==> config.mk <==
export PLATFORM = sky130hd
export DESIGN_NAME = common_dffcam_alloc_ctrl
export DESIGN_NICKNAME = d
export VERILOG_FILES = /design/src/rtl/common_dffcam_pkg.sv /design/src/rtl/macro_encoder_priority_lsb.sv /design/src/rtl/common_dffcam_alloc_ctrl.sv
export SDC_FILE = /design/constraint.sdc
export NUM_CORES = 1
export LEC_CHECK = 0
export ABC_CLOCK_PERIOD_IN_PS = 4800
export CELL_PAD_IN_SITES_DETAIL_PLACEMENT = 1
export CELL_PAD_IN_SITES_GLOBAL_PLACEMENT = 2
export CORE_MARGIN = 2
export CORE_UTILIZATION = 29
export CTS_CLUSTER_DIAMETER = 30
export DETAILED_ROUTE_END_ITERATION = 8
export PLACE_DENSITY_LB_ADDON = 0.3
export SYNTH_ARGS = -nofsm -noshare
export SYNTH_HDL_FRONTEND = slang
export SYNTH_SLANG_ARGS = --single-unit
==> constraint.sdc <==
create_clock -name clk -period 4.8 [get_ports clk]
set_input_delay 0.96 -clock clk [delete_from_list [all_inputs] [get_ports clk]]
set_output_delay 0.96 -clock clk [all_outputs]
set_load 0.005 [all_outputs]
==> src/rtl/common_dffcam_pkg.sv <==
// Shared types for the DFF-CAM allocation controller: FSM state encoding and
// the response-type flag constants driven on the response port.
package common_dffcam_pkg;

  typedef enum logic [1:0] {
    ST_IDLE  = 2'b00,
    ST_WRITE = 2'b01,
    ST_FLUSH = 2'b10
  } state_e;

  typedef enum logic {
    OP_INS = 1'b0,
    OP_INV = 1'b1
  } op_e;

  typedef struct packed {
    logic hit;
    logic evict;
    logic inv;
  } rsp_flags_t;

  localparam rsp_flags_t RSP_NONE      = '{hit: 1'b0, evict: 1'b0, inv: 1'b0};
  localparam rsp_flags_t RSP_INS_MISS  = '{hit: 1'b0, evict: 1'b0, inv: 1'b0};
  localparam rsp_flags_t RSP_INS_HIT   = '{hit: 1'b1, evict: 1'b0, inv: 1'b0};
  localparam rsp_flags_t RSP_INS_EVICT = '{hit: 1'b0, evict: 1'b1, inv: 1'b0};
  localparam rsp_flags_t RSP_INV_HIT   = '{hit: 1'b1, evict: 1'b0, inv: 1'b1};
  localparam rsp_flags_t RSP_INV_MISS  = '{hit: 1'b0, evict: 1'b0, inv: 1'b1};

endpackage

==> src/rtl/macro_encoder_priority_lsb.sv <==
// Priority encoder: returns the index of the lowest set request bit and a
// found flag that is low when no bit is set.
module macro_encoder_priority_lsb #(
  parameter int WIDTH = 8,
  parameter int IDX_W = $clog2(WIDTH)
) (
  input  logic [WIDTH-1:0] req_i,
  output logic [IDX_W-1:0] idx_o,
  output logic             found_o
);

  // Scanning from the top down lets the lowest set bit overwrite the result last.
  always_comb begin
    idx_o   = '0;
    found_o = 1'b0;
    for (int i = WIDTH - 1; i >= 0; i--) begin
      if (req_i[i]) begin
        idx_o   = IDX_W'(i);
        found_o = 1'b1;
      end
    end
  end

endmodule

==> src/rtl/common_dffcam_alloc_ctrl.sv <==
// Allocation controller for a flip-flop CAM: accepts insert/invalidate/flush
// requests, picks a free or round-robin victim entry, and drives the CAM write port.
module common_dffcam_alloc_ctrl
  import common_dffcam_pkg::*;
#(
  parameter int CAM_DEPTH = 8,
  parameter int CAM_WIDTH = 8,
  localparam int AW = $clog2(CAM_DEPTH),
  localparam int OW = $clog2(CAM_DEPTH + 1)
) (
  input  logic                 clk,
  input  logic                 reset,
  input  logic                 ins_valid,
  output logic                 ins_ready,
  input  logic [CAM_WIDTH-1:0] ins_data,
  input  logic                 inv_valid,
  output logic                 inv_ready,
  input  logic [CAM_WIDTH-1:0] inv_data,
  input  logic                 flush,
  output logic                 rsp_valid,
  output logic [AW-1:0]        rsp_addr,
  output logic                 rsp_hit,
  output logic                 rsp_evict,
  output logic                 rsp_inv,
  output logic [AW-1:0]        cam_addr,
  output logic                 cam_en,
  output logic                 cam_we,
  output logic [CAM_WIDTH-1:0] cam_din,
  output logic                 cam_din_valid,
  output logic [CAM_WIDTH-1:0] cam_qdata,
  input  logic [AW-1:0]        cam_qaddr,
  input  logic                 cam_qvalid,
  output logic                 busy,
  output logic [OW-1:0]        occupancy,
  output logic                 full
);

  state_e               state_q, state_d;
  op_e                  op_q, op_d;
  logic [CAM_WIDTH-1:0] key_q, key_d;
  logic                 qvalid_q, qvalid_d;
  logic [AW-1:0]        qaddr_q, qaddr_d;
  logic [AW-1:0]        victim_q, victim_d;
  logic [AW-1:0]        flush_cnt_q, flush_cnt_d;
  logic [CAM_DEPTH-1:0] shadow_q, shadow_d;
  logic [AW-1:0]        free_idx;
  logic                 free_found;
  rsp_flags_t           rsp_flags;

  macro_encoder_priority_lsb #(
    .WIDTH (CAM_DEPTH)
  ) u_free_enc (
    .req_i   (~shadow_q),
    .idx_o   (free_idx),
    .found_o (free_found)
  );

  always_comb begin
    occupancy = '0;
    for (int i = 0; i < CAM_DEPTH; i++) begin
      occupancy = occupancy + OW'(shadow_q[i]);
    end
  end

  assign full      = (occupancy == OW'(CAM_DEPTH));
  assign cam_we    = cam_en;
  assign rsp_hit   = rsp_flags.hit;
  assign rsp_evict = rsp_flags.evict;
  assign rsp_inv   = rsp_flags.inv;

  always_comb begin
    // NOTE: every signal written here gets a default first, so no path through the case can infer a latch.
    state_d       = state_q;
    op_d          = op_q;
    key_d         = key_q;
    qvalid_d      = qvalid_q;
    qaddr_d       = qaddr_q;
    victim_d      = victim_q;
    flush_cnt_d   = flush_cnt_q;
    shadow_d      = shadow_q;
    ins_ready     = 1'b0;
    inv_ready     = 1'b0;
    cam_qdata     = '0;
    cam_en        = 1'b0;
    cam_addr      = '0;
    cam_din       = '0;
    cam_din_valid = 1'b0;
    rsp_valid     = 1'b0;
    rsp_addr      = '0;
    rsp_flags     = RSP_NONE;
    busy          = 1'b0;

    // Outputs stay quiet while reset is held, including the IDLE readys.
    if (reset) begin
      unique case (state_q)
        ST_IDLE: begin
          inv_ready = !flush;
          ins_ready = !flush && !inv_valid;
          cam_qdata = ins_data;
          if (flush) begin
            state_d     = ST_FLUSH;
            flush_cnt_d = '0;
          end else if (inv_valid) begin
            cam_qdata = inv_data;
            key_d     = inv_data;
            op_d      = OP_INV;
            qvalid_d  = cam_qvalid;
            qaddr_d   = cam_qaddr;
            state_d   = ST_WRITE;
          end else if (ins_valid) begin
            key_d    = ins_data;
            op_d     = OP_INS;
            qvalid_d = cam_qvalid;
            qaddr_d  = cam_qaddr;
            state_d  = ST_WRITE;
          end
        end

        ST_WRITE: begin
          busy      = 1'b1;
          rsp_valid = 1'b1;
          state_d   = ST_IDLE;
          if (op_q == OP_INV) begin
            if (qvalid_q) begin
              cam_en            = 1'b1;
              cam_addr          = qaddr_q;
              cam_din           = key_q;
              shadow_d[qaddr_q] = 1'b0;
              rsp_addr          = qaddr_q;
              rsp_flags         = RSP_INV_HIT;
            end else begin
              rsp_flags = RSP_INV_MISS;
            end
          end else if (qvalid_q) begin
            rsp_addr  = qaddr_q;
            rsp_flags = RSP_INS_HIT;
          end else begin
            cam_en        = 1'b1;
            cam_din       = key_q;
            cam_din_valid = 1'b1;
            if (free_found) begin
              cam_addr  = free_idx;
              rsp_flags = RSP_INS_MISS;
            end else begin
              // Evicting swaps one valid key for another, so occupancy is unchanged.
              cam_addr  = victim_q;
              victim_d  = victim_q + AW'(1);
              rsp_flags = RSP_INS_EVICT;
            end
            shadow_d[cam_addr] = 1'b1;
            rsp_addr           = cam_addr;
          end
        end

        ST_FLUSH: begin
          busy                  = 1'b1;
          cam_en                = 1'b1;
          cam_addr              = flush_cnt_q;
          shadow_d[flush_cnt_q] = 1'b0;
          flush_cnt_d           = flush_cnt_q + AW'(1);
          if (flush_cnt_q == AW'(CAM_DEPTH - 1)) begin
            state_d     = ST_IDLE;
            flush_cnt_d = '0;
          end
        end

        default: state_d = ST_IDLE;
      endcase
    end
  end

  always_ff @(posedge clk or negedge reset) begin
    if (!reset) begin
      // NOTE: the shadow valid bits are plain flops and are reset here; the CAM array itself is reset by its owner.
      state_q     <= ST_IDLE;
      op_q        <= OP_INS;
      key_q       <= '0;
      qvalid_q    <= 1'b0;
      qaddr_q     <= '0;
      victim_q    <= '0;
      flush_cnt_q <= '0;
      shadow_q    <= '0;
    end else begin
      // NOTE: non-blocking assignments make every register update from pre-edge values.
      state_q     <= state_d;
      op_q        <= op_d;
      key_q       <= key_d;
      qvalid_q    <= qvalid_d;
      qaddr_q     <= qaddr_d;
      victim_q    <= victim_d;
      flush_cnt_q <= flush_cnt_d;
      shadow_q    <= shadow_d;
    end
  end

endmodule

**Yosys cells after proc, flatten, opt, wreduce, memory -nomap -nowiden**

Cells that the tools add are included.

- Bits in registers: 29
- Input bits: 25
- Logic and storage cells: 145
- Output and inout port bits: 37

- Bitwise logic cells: 10
- Eq/ne operators: 9
- Reductions and logical operators: 16
- Mux-type cells: 87
- Magnitude comparators: 6
- $add $sub $neg: 9

Operators with widths:

| operator | number |
|---|---|
| two-way mux 8 bit | 14 |
| two-way mux 3 bit | 30 |
| two-way mux 1 bit | 30 |
| inverter 8 bit | 3 |
| adder 4 x 1 -> 4 bit | 4 |
| bitwise AND 8 bit | 2 |
| case mux 8 bit (2 select lines) | 1 |
| < comparator 3 x 4 -> 1 bit (second input constant) | 3 |
| case mux 3 bit (2 select lines) | 2 |
| two-way mux 2 bit | 5 |
| demux 1 bit (select 3 bit) | 3 |
| greater-or-equal comparator 3 x 1 -> 1 bit (second input constant) | 3 |
| OR 8 bit | 1 |
| AND reduction 4 bit | 2 |
| adder 3 x 1 -> 3 bit (second input constant) | 2 |
| inequality test 3 bit (second input constant) | 2 |
| AND reduction 3 bit | 2 |
| nonzero test 2 bit | 3 |
| AND reduction 5 bit | 1 |
| adder 3 x 1 -> 4 bit | 1 |
| == test 4 bit (second input constant) | 1 |
| logical AND 1 bit | 4 |
| inequality test 2 bit (second input constant) | 2 |
| inequality test 4 bit (second input constant) | 1 |
| 11 further kinds | 15 |

**Logic depth before layout (Yosys ltp)**

Gate-level depths: netlist of the first run.

- Word-level depth: 22
- Mapped depth: 9
- Depth with buffers taken out: 9

**By module**

From an unflattened synthesis of the first run, not the netlist that was laid out.

- Cells, all modules: 251
- Area total of the unflattened synthesis: 2382.3 um2

Modules (own cells, without submodules):

| module | area each (um2) | seq. area each (um2) | times used | cells each |
|---|---|---|---|---|
| common_dffcam_alloc_ctrl | 2302.2 | 725.7 | 1 | 238 |
| macro_encoder_priority_lsb | 80.1 | 0.0 | 1 | 13 |

**Least setup slack after synthesis of the first run**

Ideal clock, no wire load.

- Path kind: register to output
- Start point: register shadow_q[0]
- End point: output port full
- Path buffers: 0
- Stages on the path, launching flop included: 10
- Path slack: 0.835 ns
- Data arrival time: 3.005 ns
- Cells stage by stage: dfrtp_1 > fa_1 > inv_1 > fa_1 > fa_1 > inv_1 > ha_1 > fa_1 > xor2_1 > nor4b_1

- Longest elaborated chain between the ends: 8

Ends and longest elaborated chain:

| item | line | text |
|---|---|---|
| start: declaration | common_dffcam_alloc_ctrl.sv:45 | `logic [CAM_DEPTH-1:0] shadow_q, shadow_d;` |
| start signal: assignment | common_dffcam_alloc_ctrl.sv:192 | `shadow_q <= shadow_d;` |
| adder 1 x 1 -> 2 bit | common_dffcam_alloc_ctrl.sv:61 | `occupancy = occupancy + OW'(shadow_q[i]);` |
| adder 2 x 1 -> 3 bit | common_dffcam_alloc_ctrl.sv:61 |  |
| adder 3 x 1 -> 4 bit | common_dffcam_alloc_ctrl.sv:61 |  |
| adder 4 x 1 -> 4 bit (4 in a row) | common_dffcam_alloc_ctrl.sv:61 |  |
| via occupancy[2] | common_dffcam_alloc_ctrl.sv:34 | `output logic [OW-1:0] occupancy,` |
| == test 4 bit | common_dffcam_alloc_ctrl.sv:65 | `assign full = (occupancy == OW'(CAM_DEPTH));` |
| end: declaration | common_dffcam_alloc_ctrl.sv:35 | `output logic full` |

The timed path passes the listed nets, and every way through them passes these cells.

**Worst setup path in the final report of the first run**

- Start point: register shadow_q[0]
- End point: output port occupancy[2]

- Longest elaborated chain between the ends: 7

Ends and longest elaborated chain:

| item | line |
|---|---|
| adder 1 x 1 -> 2 bit | common_dffcam_alloc_ctrl.sv:61 |
| adder 2 x 1 -> 3 bit | common_dffcam_alloc_ctrl.sv:61 |
| adder 3 x 1 -> 4 bit | common_dffcam_alloc_ctrl.sv:61 |
| adder 4 x 1 -> 4 bit (4 in a row) | common_dffcam_alloc_ctrl.sv:61 |
| end: declaration | common_dffcam_alloc_ctrl.sv:34 |

Every way passes these cells.

==> results.tsv, run 1 <==
stage	metric	value	unit
placed_design	place_inst	430	
sta	rsz0062_at_grt	no	
cts	cts_buffers	5	
sta	final.setup_skew	0.00429	ns
cts	cts_buffer_depth	2	
layout	fillers	986	
cts	cts_tree	built	
critical_path	crit_path_start	shadow_q[0]$_DFFE_PN0P_	
detailed_routing	ant_nets	0	
synth	netlist_top_cells_area	dfrtp_1 31%, mux2i_1 6.7%, ha_1 6.3%	
synth	syn_nets	314	
floorplanning	num_rows	33	
synth	synth_top_flop_cell	dfrtp_1	
power_and_ir_drop	power	1.80	mW
placed_design	portBuffers	61	
critical_path	cp.required	3.84	ns
hold_path	hold_class	reg2reg	
critical_path	cp_max_fo	6	
sta	setup_viol	0	
synth	synthArstFlopShare	100	%
critical_path	startpoint_type	flop	
layout	final_layout_size_suffix_gt1_share	9.61	%
sta	fin_setup_tns	0	ns
placed_design	post-dp-hpwl	5.72	mm
synth	syn_area_per_cell	8.70	um2
power_and_ir_drop	cellPowerDensity	565	nW/um2
cts	insertion_delay	0.29	ns
sta	worst_pin_slew	0.775	ns
synth	yosysUniqueCellTypes	61	
detailed_routing	wl	7.20	mm
floorplanning	die_x	94.5	um
cts	htreeDepth	2	
global_route	grt_overflow	0	
global_route	grt_pass1_vias	2350	
sta	final.period_utilization	95.7	%
synth	yosysTopAreaCell	dfrtp_1	
floorplanning	die_area	8930	um2
cts	clock-sinks	29	
critical_path	r2r-start	op_q$_DFFE_PN0P_	
job	cap_viol_max_count	0	
floorplanning	die_h	94.5	um
global_route	antenna_found_initial	0	
synth	synth_common_cells	32 x nor2_1, 29 x dfrtp_1, 23 x nand2_1	
global_route	grt_pass1_wl	11.7	mm
floorplanning	initial_core_util	29.4	%
synth	yosys.area.top_type_share	30.5	%
detailed_routing	vias_per_cell	5.11	
cts	clk_pin_slew_worst_paths	0.07	ns
critical_path	critPathCaptureType	output port	
sta	fin_hold_ws	0.507	ns
layout	final_cells	438	
sta	clock.fmax	218	MHz
critical_path	arrival	3.63	ns
detailed_routing	drtIter0Drc	84	
power_and_ir_drop	leakagePower	1.33	nW
hold_path	hold_start	victim_q[0]$_DFFE_PN0P_	
sta	min_period	4.59	ns
floorplanning	core-area	8090	um2
sta	relSlewSlack	48.2	%
synth	yosysMostFrequentCell	nor2_1	
synth	ys_seq_area_share	30.5	%
outcome	run_status	complete, no violations	
sta	slew_violations	0	
layout	fin_nets	373	
layout	areaGrowthSynthToFinish	33.9	%
cts	root_buffer	clkbuf_8	
detailed_routing	vias	2239	
placed_design	routabilityCongestion	0.777	
synth	syn_inst	273	
synth	synth_area	2380	um2
detailed_routing	wl_per_cell	16.4	um
synth	ys_ff_latch	29	
critical_path	critPathKind	reg2out	
synth	yosysWarningCount	0	
power_and_ir_drop	ir_drop	0.000232	V
layout	diodes	0	
cts	post-cts-setup-buffers	0	
global_route	grt_max_degree	19	
synth	synth_edf_count	0	
detailed_routing	drc	0	
sta	hold_viol	0	
global_route	grt.total_usage	16.9	%
detailed_routing	drt_first_pass_iters	4	
floorplanning	io_pins	62	
==> final cells by class <==
cell class / count / area [um2] / area share, %
Multi-Input combinational cell: 213 / 1510 / 47.5
Sequential cell: 29 / 727 / 22.8
Timing Repair Buffer: 66 / 642 / 20.2
Tap cell: 105 / 131 / 4.13
Clock buffer: 7 / 96.3 / 3.03
Inverter: 17 / 68.8 / 2.16
Clock inverter: 1 / 5.00 / 0.157
==> worst max-delay path, cell delays in order (launching register included) <==
cell and delay, ns:
dfrtp_2 0.46, fa_1 0.55, inv_1 0.05, fa_1 0.45
fa_1 0.49, inv_1 0.04, ha_1 0.20, fa_1 0.38
xor2_1 0.19, clkdlybuf4s50_1 0.54
==> placed cells by master (no fill, tap or decap), types with 4 or more instances in the layout <==
| cell | netlist | layout |
|---|---|---|
| ha_1 | 12 | 12 |
| a22o_1 | 6 | 6 |
| nand2_1 | 23 | 23 |
| nand3_1 | 6 | 6 |
| buf_4 | 1 | 5 |
| o21ai_1 | 5 | 5 |
| clkbuf_8 | 0 | 7 |
| o21ai_0 | 11 | 11 |
| and2_1 | 9 | 9 |
| nor2_1 | 32 | 32 |
| clkdlybuf4s50_1 | 0 | 59 |
| nor2b_1 | 4 | 4 |
| fa_1 | 4 | 4 |
| and3_1 | 4 | 4 |
| mux2i_1 | 16 | 16 |
| inv_1 | 15 | 15 |
| nand2b_1 | 4 | 4 |
| a21oi_1 | 22 | 22 |
| dfrtp_1 | 29 | 28 |
| o31ai_1 | 4 | 4 |
==> path summary, 6_finish.rpt <==
| kind | endpoint | cells past startpoint | slack, ns |
|---|---|---|---|
| worst max register to register | shadow_q[4]$_DFFE_PN0P_ | 7 | 2.44 |
| worst min register to register | victim_q[0]$_DFFE_PN0P_ | 1 | 0.51 |
| worst max-delay path | occupancy[2] | 9 | 0.21 |
| min in group asynchronous | state_q[0]$_DFFE_PN0P_ | 1 | 0.57 |
| max in group asynchronous | shadow_q[0]$_DFFE_PN0P_ | 2 | 3.64 |
| worst min-delay path | victim_q[0]$_DFFE_PN0P_ | 1 | 0.51 |
==> sequential cells by signal, summed over array words and instances, names as in the netlist <==
register	count
key_q	8
victim_q	3
qaddr_q	3
qvalid_q	1
flush_cnt_q	3
state_q	2
op_q	1
shadow_q	8
==> metrics by stage <==
step	util, %	cell area [um2]	setup slack [ns]
2_1_floorplan	-	2380	0.835
3_3_place_gp	38.1	3080	0.310
3_5_place_dp	38.1	3080	0.250
4_1_cts	39.3	3180	0.187
5_1_grt	39.3	3180	0.0775
6_report	39.3	3180	0.207
==> what timing repair did <==
item / CTS / global route
hold buffers: 0 / 0
setup endpoints to repair: 1 / 0
gates resized for setup: 2 / 0
==> per-layer routing <==
layer | track usage (%) | up-vias | wire (um)
met4 | 4.83 | 0 | 93
met1 | 20.5 | 1094 | 3110
met5 | 0 | - | 0
li1 | - | 1085 | -
met3 | 4.39 | 10 | 374
met2 | 29.3 | 50 | 3620
==> power breakdown <==
group	leakage, nW	internal [mW]	switching (mW)
registers	0.351	0.330	0.144
clock network	0.0542	0.130	0.103
logic	0.921	0.552	0.537
==> cells by family after synthesis <==
family / count (synthesis) / synth area share [%]
AOI/OAI and AO/OA: 70 / 20.3
and+or+nand+nor: 104 / 23.9
adders and majority gates: 16 / 9.69
muxes: 20 / 8.64
DFF: 29 / 30.5
buffers and inverters: 31 / 5.85
xor gates and xnor gates: 3 / 1.11
No activity file was read; power rests on OpenSTA's default activity.
==> inputs of run 2 (changes only) <==
--- a/config.mk
+++ b/config.mk
@@ -13,6 +13,7 @@
 export CTS_CLUSTER_DIAMETER = 30
 export DETAILED_ROUTE_END_ITERATION = 8
 export PLACE_DENSITY_LB_ADDON = 0.3
+export RECOVER_POWER = 25
 export SYNTH_ARGS = -nofsm -noshare
 export SYNTH_HDL_FRONTEND = slang
 export SYNTH_SLANG_ARGS = --single-unit
==> run 2 against run 1 <==
Against the previous run: non-clock buffer count is the same; sequential cell count unchanged; setup slack better by 0.0037 ns; critical path depth is the same; sequential share of layout area increased by 0.063 points; sequential power hardly changed; fmax is essentially flat; combinational power is essentially flat; cell area fell by 0.28%; critical endpoint unchanged.
==> results.tsv, run 2 (synthesis results as in run 1) <==
stage	metric	value	unit
global_route	grt_overflow	0	
floorplanning	die_x	94.5	um
layout	top_regs	key_q (8), shadow_q (8)	
cts	htreeDepth	2	
cts	cts_buffers	5	
critical_path	r2r_cells	7	
layout	final_cell_mix	59 x clkdlybuf4s50_1, 32 x nor2_1, 28 x dfrtp_1	
critical_path	cp_num_buf_inv	3	
cts	root_buffer	clkbuf_8	
floorplanning	io_pins	62	
critical_path	cpMaxStageDelayCell	fa_1	
floorplanning	die_h	94.5	um
sta	slew_violations	0	
power_and_ir_drop	leakagePower	1.32	nW
sta	final.period_utilization	95.6	%
power_and_ir_drop	power	1.80	mW
layout	areaGrowthSynthToFinish	33.5	%
sta	setup_viol	0	
cts	post-cts-setup-buffers	0	
detailed_routing	drt_first_pass_iters	4	
power_and_ir_drop	cellPowerDensity	566	nW/um2
critical_path	cp_max_fo	6	
global_route	antenna_found_initial	0	
critical_path	regToRegSetupSlack	2.43	ns
detailed_routing	drtIter0Drc	84	
sta	fin_setup_tns	0	ns
layout	fin_nets	373	
placed_design	portBuffers	61	
layout	final_common_cell	clkdlybuf4s50_1	
critical_path	cpMostUsedCell	fa_1	
sta	clock.fmax	218	MHz
detailed_routing	vias_per_cell	5.12	
detailed_routing	ant_nets	0	
critical_path	r2r-start	op_q$_DFFE_PN0P_	
hold_path	hold_start	victim_q[0]$_DFFE_PN0P_	
critical_path	arrival	3.63	ns
sta	fin_hold_ws	0.507	ns
global_route	grt_max_degree	19	
critical_path	worstPathCellList	fa_1, inv_1, fa_1, fa_1, inv_1, ha_1, fa_1, xor2_1, clkdlybuf4s50_1	
cts	insertion_delay	0.29	ns
sta	final.setup_skew	0.00433	ns
power_and_ir_drop	ir_drop	0.000232	V
global_route	grt_pass1_vias	2350	
critical_path	timing.rr.end	shadow_q[4]$_DFFE_PN0P_	
global_route	grt.total_usage	16.9	%
floorplanning	num_rows	33	
critical_path	path_delay_family	adder cells	
sta	rsz0062_at_grt	no	
sta	worst_pin_slew	1.07	ns
critical_path	startpoint_type	flop	
sta	relSlewSlack	28.4	%
layout	diodes	0	
sta	hold_viol	0	
hold_path	whs_endpoint	victim_q[0]$_DFFE_PN0P_	
placed_design	post-dp-hpwl	5.72	mm
hold_path	hold_class	reg2reg	
cts	cts_tree	built	
critical_path	cpPeakStageDelay	0.55	ns
critical_path	critPathCaptureType	output port	
layout	finalInstanceArea	3170	um2
detailed_routing	wl	7.20	mm
global_route	grt_pass1_wl	11.7	mm
sta	min_period	4.59	ns
detailed_routing	vias	2243	
critical_path	critPathKind	reg2out	
layout	final_layout_size_suffix_gt1_share	8.71	%
floorplanning	die_area	8930	um2
critical_path	cp.required	3.84	ns
detailed_routing	drc	0	
floorplanning	core-area	8090	um2
cts	clk_pin_slew_worst_paths	0.07	ns
placed_design	placed_cell_area	3080	um2
cts	clock-sinks	29	
floorplanning	initial_core_util	29.4	%
cts	cts_buffer_depth	2	
placed_design	routabilityCongestion	0.777	
detailed_routing	wl_per_cell	16.4	um
job	cap_viol_max_count	0	
outcome	run_status	complete, no violations	
hold_path	hold_depth	1	
## run 2: metal layers
metal	track usage [%]	share of wire [%]	up-vias
li1	-	-	1085
met1	20.5	43	1098
met2	29.3	50	50
met3	4.39	5.5	10
met4	4.83	1.3	0
met5	0	0	-
## run 2: layout make-up
cell class,instances,area (um2)
multi-input cells,213,1510
clock inverters,1,5.00
inverters,17,68.8
clock buffers,7,96.3
flip-flops and latches,29,727
repair buffers,66,633
fillers,987,4920
well taps,105,131
## run 2: through the flow
step	instances	setup slack, ns	utilization [%]
finish	438	0.211	39.2
global route	438	0.0775	39.2
CTS	438	0.187	39.3
detailed placement	430	0.250	38.1
global placement	430	0.310	38.1
floorplan	273	0.835	-
## run 2: power by group
group          switching (mW)  internal, mW
Clock                   0.103         0.130
Combinational           0.538         0.551
Sequential              0.144         0.330
## run 2: worst max-delay path by stage
stage                                 start            to  cells after the start
global route        shadow_q[0]$_DFFE_PN0P_  occupancy[2]                      9
global placement    shadow_q[0]$_DFFE_PN0P_          full                     10
detailed placement  shadow_q[0]$_DFFE_PN0P_          full                     10
CTS                 shadow_q[0]$_DFFE_PN0P_  occupancy[2]                      9
finish              shadow_q[0]$_DFFE_PN0P_  occupancy[2]                      9
floorplan           shadow_q[0]$_DFFE_PN0P_          full                      9
## run 2: worst reg2reg max path, stage by stage (launching register included)
cell	delay, ns
dfrtp_1	0.66
inv_1	0.27
ha_1	0.29
nor2_1	0.22
a22o_1	0.24
nand3b_1	0.17
o31ai_1	0.25
o32ai_1	0.14
## run 2: what timing repair did
item / in CTS / in global routing
endpoints found under the setup margin: 1 / 0
hold buffers: 0 / 0
gates resized for setup: 2 / 0
